[src/rtl/ttl_gate_pkg.sv]
// Function-select codes and counter sizing shared by the filtered TTL gate array.
package ttl_gate_pkg;

    localparam logic [2:0] FUNC_AND  = 3'b000;
    localparam logic [2:0] FUNC_NAND = 3'b001;
    localparam logic [2:0] FUNC_OR   = 3'b010;
    localparam logic [2:0] FUNC_NOR  = 3'b011;
    localparam logic [2:0] FUNC_XOR  = 3'b100;
    localparam logic [2:0] FUNC_XNOR = 3'b101;
    localparam logic [2:0] FUNC_HOLD = 3'b110;

    // Counter needs to reach FILTER_CYCLES-1, never less than one bit.
    function automatic int cnt_width(input int cycles);
        return (cycles > 2) ? $clog2(cycles) : 1;
    endfunction

endpackage

[src/rtl/ttl_gate_array_filtered_if.sv]
// Bundle of control, packed gate inputs and filtered outputs for the gate array.
interface ttl_gate_array_filtered_if #(
    parameter int BLOCKS   = 3,
    parameter int WIDTH_IN = 3
) ();

    logic                         Enable;
    logic [2:0]                   Func;
    logic [BLOCKS*WIDTH_IN-1:0]   A_2D;
    logic [BLOCKS-1:0]            Y;
    logic [BLOCKS-1:0]            Changed;

    modport master (
        output Enable,
        output Func,
        output A_2D,
        input  Y,
        input  Changed
    );

    modport slave (
        input  Enable,
        input  Func,
        input  A_2D,
        output Y,
        output Changed
    );

endinterface

[src/rtl/ttl_stability_filter.sv]
// One-bit stability filter: output follows the sample only after it persists.
// With TTL_GATE_FILTER_EN undefined the counter is removed and y follows sample directly.
module ttl_stability_filter
    import ttl_gate_pkg::*;
#(
    parameter int FILTER_CYCLES = 4
) (
    input  logic Clk,
    input  logic Reset,
    input  logic Enable,
    input  logic sample,
    output logic y,
    output logic changed
);

`ifdef TTL_GATE_FILTER_EN
    localparam int CW = cnt_width(FILTER_CYCLES);
    localparam logic [CW-1:0] LAST = CW'(FILTER_CYCLES - 1);

    logic [CW-1:0] cnt;

    // Any agreement between sample and y restarts the count from zero.
    always_ff @(posedge Clk) begin
        if (Reset) begin
            cnt     <= '0;
            y       <= 1'b0;
            changed <= 1'b0;
        end else if (!Enable) begin
            changed <= 1'b0;
        end else if (sample == y) begin
            cnt     <= '0;
            changed <= 1'b0;
        end else if (cnt == LAST) begin
            cnt     <= '0;
            y       <= sample;
            changed <= 1'b1;
        end else begin
            cnt     <= cnt + 1'b1;
            changed <= 1'b0;
        end
    end
`else
    logic unused_cfg;
    assign unused_cfg = ^FILTER_CYCLES;

    always_ff @(posedge Clk) begin
        if (Reset) begin
            y       <= 1'b0;
            changed <= 1'b0;
        end else if (!Enable) begin
            changed <= 1'b0;
        end else begin
            y       <= sample;
            changed <= (sample != y);
        end
    end
`endif

endmodule

[src/rtl/ttl_gate_array_filtered.sv]
// Array of BLOCKS run-time selectable gates with registered sampling and
// per-block stability filtering (filter present only with TTL_GATE_FILTER_EN).
module ttl_gate_array_filtered
    import ttl_gate_pkg::*;
#(
    parameter int BLOCKS        = 3,
    parameter int WIDTH_IN      = 3,
    parameter int FILTER_CYCLES = 4,
    parameter int DELAY_RISE    = 0,
    parameter int DELAY_FALL    = 0
) (
    input  logic                      Clk,
    input  logic                      Reset,
    ttl_gate_array_filtered_if.slave  gate
);

    logic [BLOCKS-1:0] c_val;
    logic [BLOCKS-1:0] r_q;
    logic [BLOCKS-1:0] y_val;
    logic [BLOCKS-1:0] chg_val;

    // Output delays are a simulation-only notion and have no hardware meaning.
    logic unused_delays;
    assign unused_delays = ^{DELAY_RISE, DELAY_FALL};

    for (genvar b = 0; b < BLOCKS; b++) begin : g_block
        logic [WIDTH_IN-1:0] ins;
        logic                c_bit;

        // Input i of block b lives at bit b of the i-th BLOCKS-wide slice.
        for (genvar i = 0; i < WIDTH_IN; i++) begin : g_in
            assign ins[i] = gate.A_2D[i*BLOCKS + b];
        end

        always_comb begin
            c_bit = y_val[b];
            case (gate.Func)
                FUNC_AND:  c_bit = &ins;
                FUNC_NAND: c_bit = ~&ins;
                FUNC_OR:   c_bit = |ins;
                FUNC_NOR:  c_bit = ~|ins;
                FUNC_XOR:  c_bit = ^ins;
                FUNC_XNOR: c_bit = ~^ins;
                default:   c_bit = y_val[b];
            endcase
        end

        assign c_val[b] = c_bit;

        ttl_stability_filter #(
            .FILTER_CYCLES (FILTER_CYCLES)
        ) u_filter (
            .Clk     (Clk),
            .Reset   (Reset),
            .Enable  (gate.Enable),
            .sample  (r_q[b]),
            .y       (y_val[b]),
            .changed (chg_val[b])
        );
    end

    always_ff @(posedge Clk) begin
        if (Reset) begin
            r_q <= '0;
        end else if (gate.Enable) begin
            r_q <= c_val;
        end
    end

    assign gate.Y       = y_val;
    assign gate.Changed = chg_val;

endmodule

[src/flat_wrapper.sv]
// flat-port wrapper written by rule: the top's interface ports become plain ports
module ttl_gate_array_filtered_flat import ttl_gate_pkg::*;
#(
    parameter int BLOCKS        = 3,
    parameter int WIDTH_IN      = 3,
    parameter int FILTER_CYCLES = 4,
    parameter int DELAY_RISE    = 0,
    parameter int DELAY_FALL    = 0
)
  (Clk, Reset, gate_Enable, gate_Func, gate_A_2D, gate_Y, gate_Changed);
  ttl_gate_array_filtered_if #(.BLOCKS(BLOCKS), .WIDTH_IN(WIDTH_IN)) gate_i ();
  input  logic Clk;
  input  logic Reset;
  input wire logic [$bits(gate_i.Enable)-1:0] gate_Enable;
  input wire logic [$bits(gate_i.Func)-1:0] gate_Func;
  input wire logic [$bits(gate_i.A_2D)-1:0] gate_A_2D;
  output wire logic [$bits(gate_i.Y)-1:0] gate_Y;
  output wire logic [$bits(gate_i.Changed)-1:0] gate_Changed;
  assign gate_i.Enable = gate_Enable;
  assign gate_i.Func = gate_Func;
  assign gate_i.A_2D = gate_A_2D;
  assign gate_Y = gate_i.Y;
  assign gate_Changed = gate_i.Changed;
  ttl_gate_array_filtered #(.BLOCKS(BLOCKS), .WIDTH_IN(WIDTH_IN), .FILTER_CYCLES(FILTER_CYCLES), .DELAY_RISE(DELAY_RISE), .DELAY_FALL(DELAY_FALL)) u_core (.Clk(Clk), .Reset(Reset), .gate(gate_i));
endmodule
[config.mk]
export PLATFORM = sky130hd
export DESIGN_NAME = ttl_gate_array_filtered_flat
export DESIGN_NICKNAME = d
export VERILOG_FILES = /design/src/rtl/ttl_gate_pkg.sv /design/src/rtl/ttl_gate_array_filtered_if.sv /design/src/rtl/ttl_stability_filter.sv /design/src/rtl/ttl_gate_array_filtered.sv /design/src/flat_wrapper.sv
export SDC_FILE = /design/constraint.sdc
export NUM_CORES = 1
export LEC_CHECK = 0
export CAP_MARGIN = 20
export CORE_MARGIN = 5
export CORE_UTILIZATION = 25
export DETAILED_ROUTE_END_ITERATION = 12
export GPL_ROUTABILITY_DRIVEN = 0
export SYNTH_ARGS = -nofsm -noshare
export SYNTH_HDL_FRONTEND = slang
export SYNTH_HIERARCHICAL = 1
export SYNTH_SLANG_ARGS = --single-unit
[constraint.sdc]
create_clock -name Clk -period 1.8 [get_ports Clk]
set_input_delay 0.45 -clock Clk [delete_from_list [all_inputs] [get_ports Clk]]
set_output_delay 0.45 -clock Clk [all_outputs]
set_load 0.02 [all_outputs]
==> summary.md, run 1 <==
| Metric | Value |
|---|---|
| Post-Place Cell Area | about 1000 µm² |
| Clock buffer depth | 2 |
| Clock latency on the worst-skew pair | approximately 0.26 ns |
| Die X | roughly 64 µm |
| Number of cells on the worst reg-to-reg path | 4 |
| Initial antenna violation count | 0 |
| Total core area | 0.00276 mm² |
| Max-Cap Viols | 0 |
| Hold Path Stages | 2 |
| Synthesized area per cell | just under 9 µm² |
| WL met3 | 111 µm |
| Worst Skew | around 0.0019 ns |
| CP Capture Type | output pin |
| Hold slack | about 0.57 ns |
| Slowest cell on crit path | clkdlybuf4s50_1 |
| Largest family of logic cells by synthesized area | simple AND/OR/NAND/NOR gates |
| Cell Count, Final, Fillers Out | 140 |
| Synth Warn # | 6 |
| Num rows | 19 |
| First-pass GRT wire length | around 2.5 mm |
| Total wire length | between 1 and 1.5 mm |
| Residual DRC | 0 |
| 1st-pass router iterations | 4 |
| Power density over the cells | around 550 mW/mm² |
| Max Used Layer | met4 |
| Area contributors post-synth | dfxtp_1 25%, xnor2_1 12%, ha_1 10% |
| Die ar. | 0.00404 mm² |
| Slew headroom | 81.5% |
| Biggest area consumer among synthesized cells | dfxtp_1 |
| WL met2 | roughly 650 µm |
| Reg2Reg Setup Slack | about 0.72 ns |
| Vias per cell | around 4.5 |
| Top delay family on crit path | buffers and inverters |
| Hold path start | u_core/g_block[2].u_filter/y |
| Setup Fix Bufs, Post-CTS | 0 |
| Worst slew pin tran | 0.276 ns |
| Post-layout util | a little under two fifths |
| Net Count, Synth | 102 |
| Reg2reg end | u_core/r_q[0] |
| Worst setup SP type | flop |
| Hold-fix buffers at CTS | 0 |
| Critical Path RT | between 1 and 1.5 ns |
| Layout cells sized above 1 | 15.6% |
| Simple-gate share of the synthesized area | between 20% and 30% |
| Minimum clock period | about 1.8 ns |
| Clock buffer count from CTS | 3 |
| WL met1 | between 600 and 700 µm |
| Sequential-to-total area share from yosys stat | roughly a quarter |
| Crit path DAT | roughly 1.3 ns |
| Dpl cells | 136 |
| Setup CP Type | flop to output pin |
| Reg2Reg Launch Point | u_core/g_block[0].u_filter/y |
| Fin area | 0.00102 mm² |
| Num ports | 21 |
| Crit share post-route | between 90% and 100% |
| CTS tree | yes |
| Worst path bufs/invs | 1 |
| #FFs+latches synth | 9 |
| I/O Buffers | 20 |
| Post-synthesis mux area share | between 4 and 5% |
| XOR/XNOR Fraction of Synth Area | between 10% and 20% |
| Setup-failing EPs final | 0 |
| Remaining Overflow, GRT | 0 |
| Antenna diodes | 0 |
| Post-CTS Resized | 0 |
| Final hold violation count | 0 |
| CP Max Fanout | 4 |
| Status | completed |
| Hold Path Class | flop to flop |
| Clock Pin Slew Worst Setup and Hold Paths | about 0.060 ns |
| RSZ-0062 raised after global routing | no |
| Mapped cell area | around 720 µm² |
| Vias | between 600 and 700 |
| Vias in the first global route | 600 |
| Dpl hpwl | between 1 and 1.5 mm |
| Clock root cell | clkbuf_4 |
| Drt wl/cell | ~11 µm |
| Routed Antenna Nets | 0 |
| Global Route Usage Sum | ~7.6% |
| Final Max Slew Viols | 0 |
| Post-synthesis cell type count | 21 |
| Synth Area in Adders | roughly a tenth |
| H-tree levels | 1 |
| Final #Nets | roughly 130 |
| Layout Area Growth over Synthesis | 41.8% |
| Post-synthesis compound-gate area fraction | a little under an eighth |
| FMAX | 0.571 GHz |
| Worst path max stage delay | 0.63 ns |
| Initial core utilization | between 20% and 30% |
| Lkg Pwr | 0.464 nW |
| Endpoint, Worst Hold | u_core/g_block[2].u_filter/y |
| Starting DRT DRC Count | 15 |
| Largest net degree at the start of global routing | 10 |
| Clk sink count | 9 |
| Syn Inst Count | 81 |
| Worst VDD drop | ~0.3 mV |
| Cell Chain, Critical Path | clkdlybuf4s50_1 |
| Area share of the largest cell type after synthesis | approximately a quarter |
| Die Ht | roughly 64 µm |
-- cell usage after synthesis --
cell type / number
nor2b_1: 5
a31oi_1: 1
buf_6: 2
o31ai_1: 4
a21oi_1: 6
dfxtp_1: 9
inv_1: 9
xnor2_2: 1
a22oi_1: 1
xnor2_1: 10
ha_1: 6
nor2b_4: 1
nand2b_1: 1
mux2i_1: 3
and4b_1: 2
nor3b_2: 4
nor3_1: 2
nand2_1: 2
a21boi_0: 1
nor4b_2: 1
nor2_1: 10
-- power by group --
group | leakage (nW) | switching (W) | internal (W)
clock | 0.0150 | 0.0000706 | 0.0000855
sequential | 0.0736 | 0.0000107 | 0.000211
combinational | 0.376 | 0.0000775 | 0.000103
-- layer usage --
layer	GRT usage, %	vias to the layer above
li1	-	327
met1	8.93	277
met2	11.8	17
met3	3.02	5
met4	3.90	0
met5	0	-
-- worst max path at each step --
stage,start,endpoint,cells after the start
global placement,gate_A_2D[1],u_core/r_q[1],6
CTS,u_core/g_block[1].u_filter/y,gate_Y[1],1
global route,u_core/g_block[1].u_filter/y,gate_Y[1],1
detailed placement,gate_A_2D[2],u_core/r_q[2],7
floorplan,gate_A_2D[1],u_core/r_q[1],5
finish,u_core/g_block[1].u_filter/y,gate_Y[1],1
-- cell usage in the layout (no fill, tap or decap), types with 3 or more instances in the layout --
cell type        count
inv_1                9
dfxtp_1              9
a21oi_1              6
clkdlybuf4s50_1     18
mux2i_1              3
nor3b_2              4
nor2b_1              5
buf_4                6
ha_1                 6
clkbuf_4             3
xnor2_1              9
o31ai_1              4
nor2_1              10
-- stage by stage --
stage,setup TNS [ns],total power (W),setup WS [ns]
2_1_floorplan,0,0.000329,0.433
3_3_place_gp,-0.233,0.000399,-0.134
3_5_place_dp,-0.336,0.000405,-0.167
4_1_cts,0,0.000565,0.0446
5_1_grt,0,0.000602,0.00535
6_report,0,0.000558,0.0499
-- cell type report --
class / instances / area [µm²]
inverter: 9 / 33.8
multi-input combinational: 61 / 489
tap: 31 / 38.8
sequential: 9 / 180
fill: 295 / 1740
timing repair buffer: 26 / 250
clock buffer: 4 / 26.3
-- kinds of logic after synthesis --
logic type,Yosys count
simple gates,28
buf+inv,11
compound gates,13
xor+xnor,11
mux,3
flops,9
fa+ha+maj,6
-- registers in the layout, summed over array words and instances (netlist names) --
signal	count
u_core/g_block.u_filter/changed	3
u_core/r_q	3
u_core/g_block.u_filter/y	3
Note: power is estimated with default switching activity, not from simulation.
==> run 2, diff against run 1 <==
--- a/config.mk
+++ b/config.mk
@@ -8,6 +8,7 @@
 export CAP_MARGIN = 20
 export CORE_MARGIN = 5
 export CORE_UTILIZATION = 25
+export CTS_CLUSTER_SIZE = 12
 export DETAILED_ROUTE_END_ITERATION = 12
 export GPL_ROUTABILITY_DRIVEN = 0
 export SYNTH_ARGS = -nofsm -noshare
==> results of run 2 <==
Final layout, timing and power as in run 1 (identical DEF).
==> run 3, diff against run 2 <==
--- a/config.mk
+++ b/config.mk
@@ -11,6 +11,7 @@
 export CTS_CLUSTER_SIZE = 12
 export DETAILED_ROUTE_END_ITERATION = 12
 export GPL_ROUTABILITY_DRIVEN = 0
+export PLACE_DENSITY_LB_ADDON = 0.12
 export SYNTH_ARGS = -nofsm -noshare
 export SYNTH_HDL_FRONTEND = slang
 export SYNTH_HIERARCHICAL = 1
==> summary.md, run 3 (synthesized netlist as in run 1, its figures left out) <==
| Metric | Value |
|---|---|
| Status | completed |
| Lkg Pwr | 0.433 nW (-6.7%) |
| Hold slack | 0.562 ns (-0.00398 ns) |
| Worst slew pin tran | 0.275 ns (-0.00142 ns) |
| Die Ht | 63.6 µm (unchanged) |
| Minimum clock period | 1.74 ns (-0.0141 ns) |
| Clock buffer count from CTS | 3 (unchanged) |
| Layout cells sized above 1 | 16.2% (+0.62 points) |
| Clock Pin Slew Worst Setup and Hold Paths | 0.06 ns (about the same) |
| Setup CP Type | flop to output pin |
| Clock latency on the worst-skew pair | 0.25 ns (about the same) |
| Hold path start | u_core/r_q[0] |
| GR peak layer | met2 |
| Initial antenna violation count | 0 (unchanged) |
| Clock buffer depth | 2 (unchanged) |
| Hold-fix buffers at CTS | 0 (unchanged) |
| Largest net degree at the start of global routing | 11 (+1) |
| Post-Place Cell Area | 995 µm² (+1.5%) |
| Worst VDD drop | 0.292 mV (-3.1%) |
| Worst path max stage delay | 0.63 ns (about the same) |
| Vias | 603 (-3.7%) |
| Met2 Track Usage GR | 9.64% (-2.2 points) |
| Slowest cell on crit path | clkdlybuf4s50_1 |
| Residual DRC | 0 (unchanged) |
| Antenna diodes | 0 (unchanged) |
| Slew headroom | 81.6% (+0.095 points) |
| Clk sink count | 9 (unchanged) |
| RSZ-0062 raised after global routing | no |
| Total wire length | 1.36 mm (-7.7%) |
| Met3 Usage GRT | 2.31% (-0.71 points) |
| Vias per cell | 4.25 (-5.0%) |
| Cell Count, Final, Fillers Out | 142 (+1.4%) |
| Worst setup SP type | flop |
| Setup Fix Bufs, Post-CTS | 0 (unchanged) |
| Total core area | 0.00276 mm² (unchanged) |
| Max-Cap Viols | 0 (unchanged) |
| Most frequent cells in the layout | 20 x clkdlybuf4s50_1, 10 x nor2_1, 10 x xnor2_1 |
| Crit path DAT | 1.29 ns (about the same) |
| Crit share post-route | 96.4% (-0.78 points) |
| Global Route Usage Sum | 7.03% (-0.58 points) |
| Final Max Slew Viols | 0 (unchanged) |
| Top delay family on crit path | buffers and inverters |
| Dpl cells | 138 (+1.5%) |
| Worst path bufs/invs | 1 (unchanged) |
| I/O Buffers | 20 (unchanged) |
| H-tree levels | 1 (unchanged) |
| GR Util met1 | 9.48% (+0.55 points) |
| Vias in the first global route | 547 (-8.8%) |
| Layout Area Growth over Synthesis | 42.2% |
| Drt wl/cell | 9.61 µm (-9.0%) |
| Remaining Overflow, GRT | 0 (unchanged) |
| Dpl hpwl | 1.09 mm (-8.5%) |
| Final #Nets | 133 (+1.5%) |
| Setup TNS | 0 ns (unchanged) |
| Clock root cell | clkbuf_4 |
| CP Capture Type | output pin |
| Setup-failing EPs final | 0 (unchanged) |
| Starting DRT DRC Count | 19 (+4) |
| Hold Path Class | flop to flop |
| Worst Skew | 0.00401 ns (+0.00214 ns) |
| Num ports | 21 (unchanged) |
| FMAX | 0.576 GHz (+0.81%) |
| CTS tree | yes |
| Final hold violation count | 0 (unchanged) |
| Post-CTS Resized | 0 (unchanged) |
| Most common cell after layout, fill and taps aside | clkdlybuf4s50_1 |
| Routed Antenna Nets | 0 (unchanged) |
| 1st-pass router iterations | 4 (unchanged) |
| First-pass GRT wire length | 2.29 mm (-10%) |
| Fin area | 0.00102 mm² (+0.25%) |
| Power density over the cells | 543 mW/mm² (-0.88%) |
| CP startpoint | u_core/g_block[1].u_filter/y |
| Critical Path RT | 1.35 ns (about the same) |
| Die X | 63.6 µm (unchanged) |
| Initial core utilization | 26.0% (unchanged) |
| Cell Chain, Critical Path | clkdlybuf4s50_1 |
| Top Registers | u_core/g_block.u_filter/changed: 3 flops, u_core/g_block.u_filter/y: 3 flops, u_core/r_q: 3 flops |
| Die ar. | 0.00404 mm² (unchanged) |
| Reg2Reg Launch Point | u_core/g_block[0].u_filter/y |
| Num rows | 19 (unchanged) |
| CP Max Fanout | 4 (unchanged) |
==> run 3: cell types whose count changed in the layout (fill, tap and decap cells not counted), sizes merged <==
cell,change
buf,+2
clkdlybuf4s50,+2
dlymetal6s2s,-2
==> run 3: area by class of cell <==
| type | count | area (µm²) |
|---|---|---|
| clock buffers | 4 | 26.3 |
| fillers | 283 | 1740 |
| inverters | 9 | 33.8 |
| multi-input cells | 61 | 482 |
| flip-flops and latches | 9 | 180 |
| well taps | 31 | 38.8 |
| repair buffers | 28 | 260 |
==> run 3: metal layers <==
layer / vias up / share of wire, % / routed length [µm]
met5: - / 0 / 0
met4: 0 / 0.73 / 10
met3: 2 / 5.4 / 73
met2: 16 / 40 / 540
met1: 254 / 54 / 740
li1: 331 / - / -
==> run 3: worst register-to-register path: stages, from the launching register on <==
cell,delay (ns)
dfxtp_1,0.39
and4b_1,0.21
nor3_1,0.21
o31ai_1,0.10
a21oi_1,0.11
==> run 3: final timing paths <==
| check | endpoint | slack, ns | depth (start not counted) |
|---|---|---|---|
| min reg2reg | u_core/g_block[0].u_filter/y | 0.56 | 2 |
| max reg2reg | u_core/r_q[0] | 0.71 | 4 |
| min | u_core/g_block[0].u_filter/y | 0.56 | 2 |
| max | gate_Y[1] | 0.06 | 1 |
==> run 3: power by group <==
group	leakage, nW	switching, W	internal (W)
clock network	0.0150	0.0000693	0.0000853
logic	0.344	0.0000748	0.000103
registers	0.0736	0.0000108	0.000211
total	0.433	0.000155	0.000400
==> run 3: metrics by stage <==
step	setup slack [ns]	utilization, %	total power [W]
after detailed placement	-0.179	36.1	0.000407
after global placement	-0.157	36.1	0.000405
after floorplan	0.433	-	0.000329
after global routing	0.0164	37.0	0.000598
after CTS	0.0502	37.0	0.000566
final	0.0640	37.0	0.000555
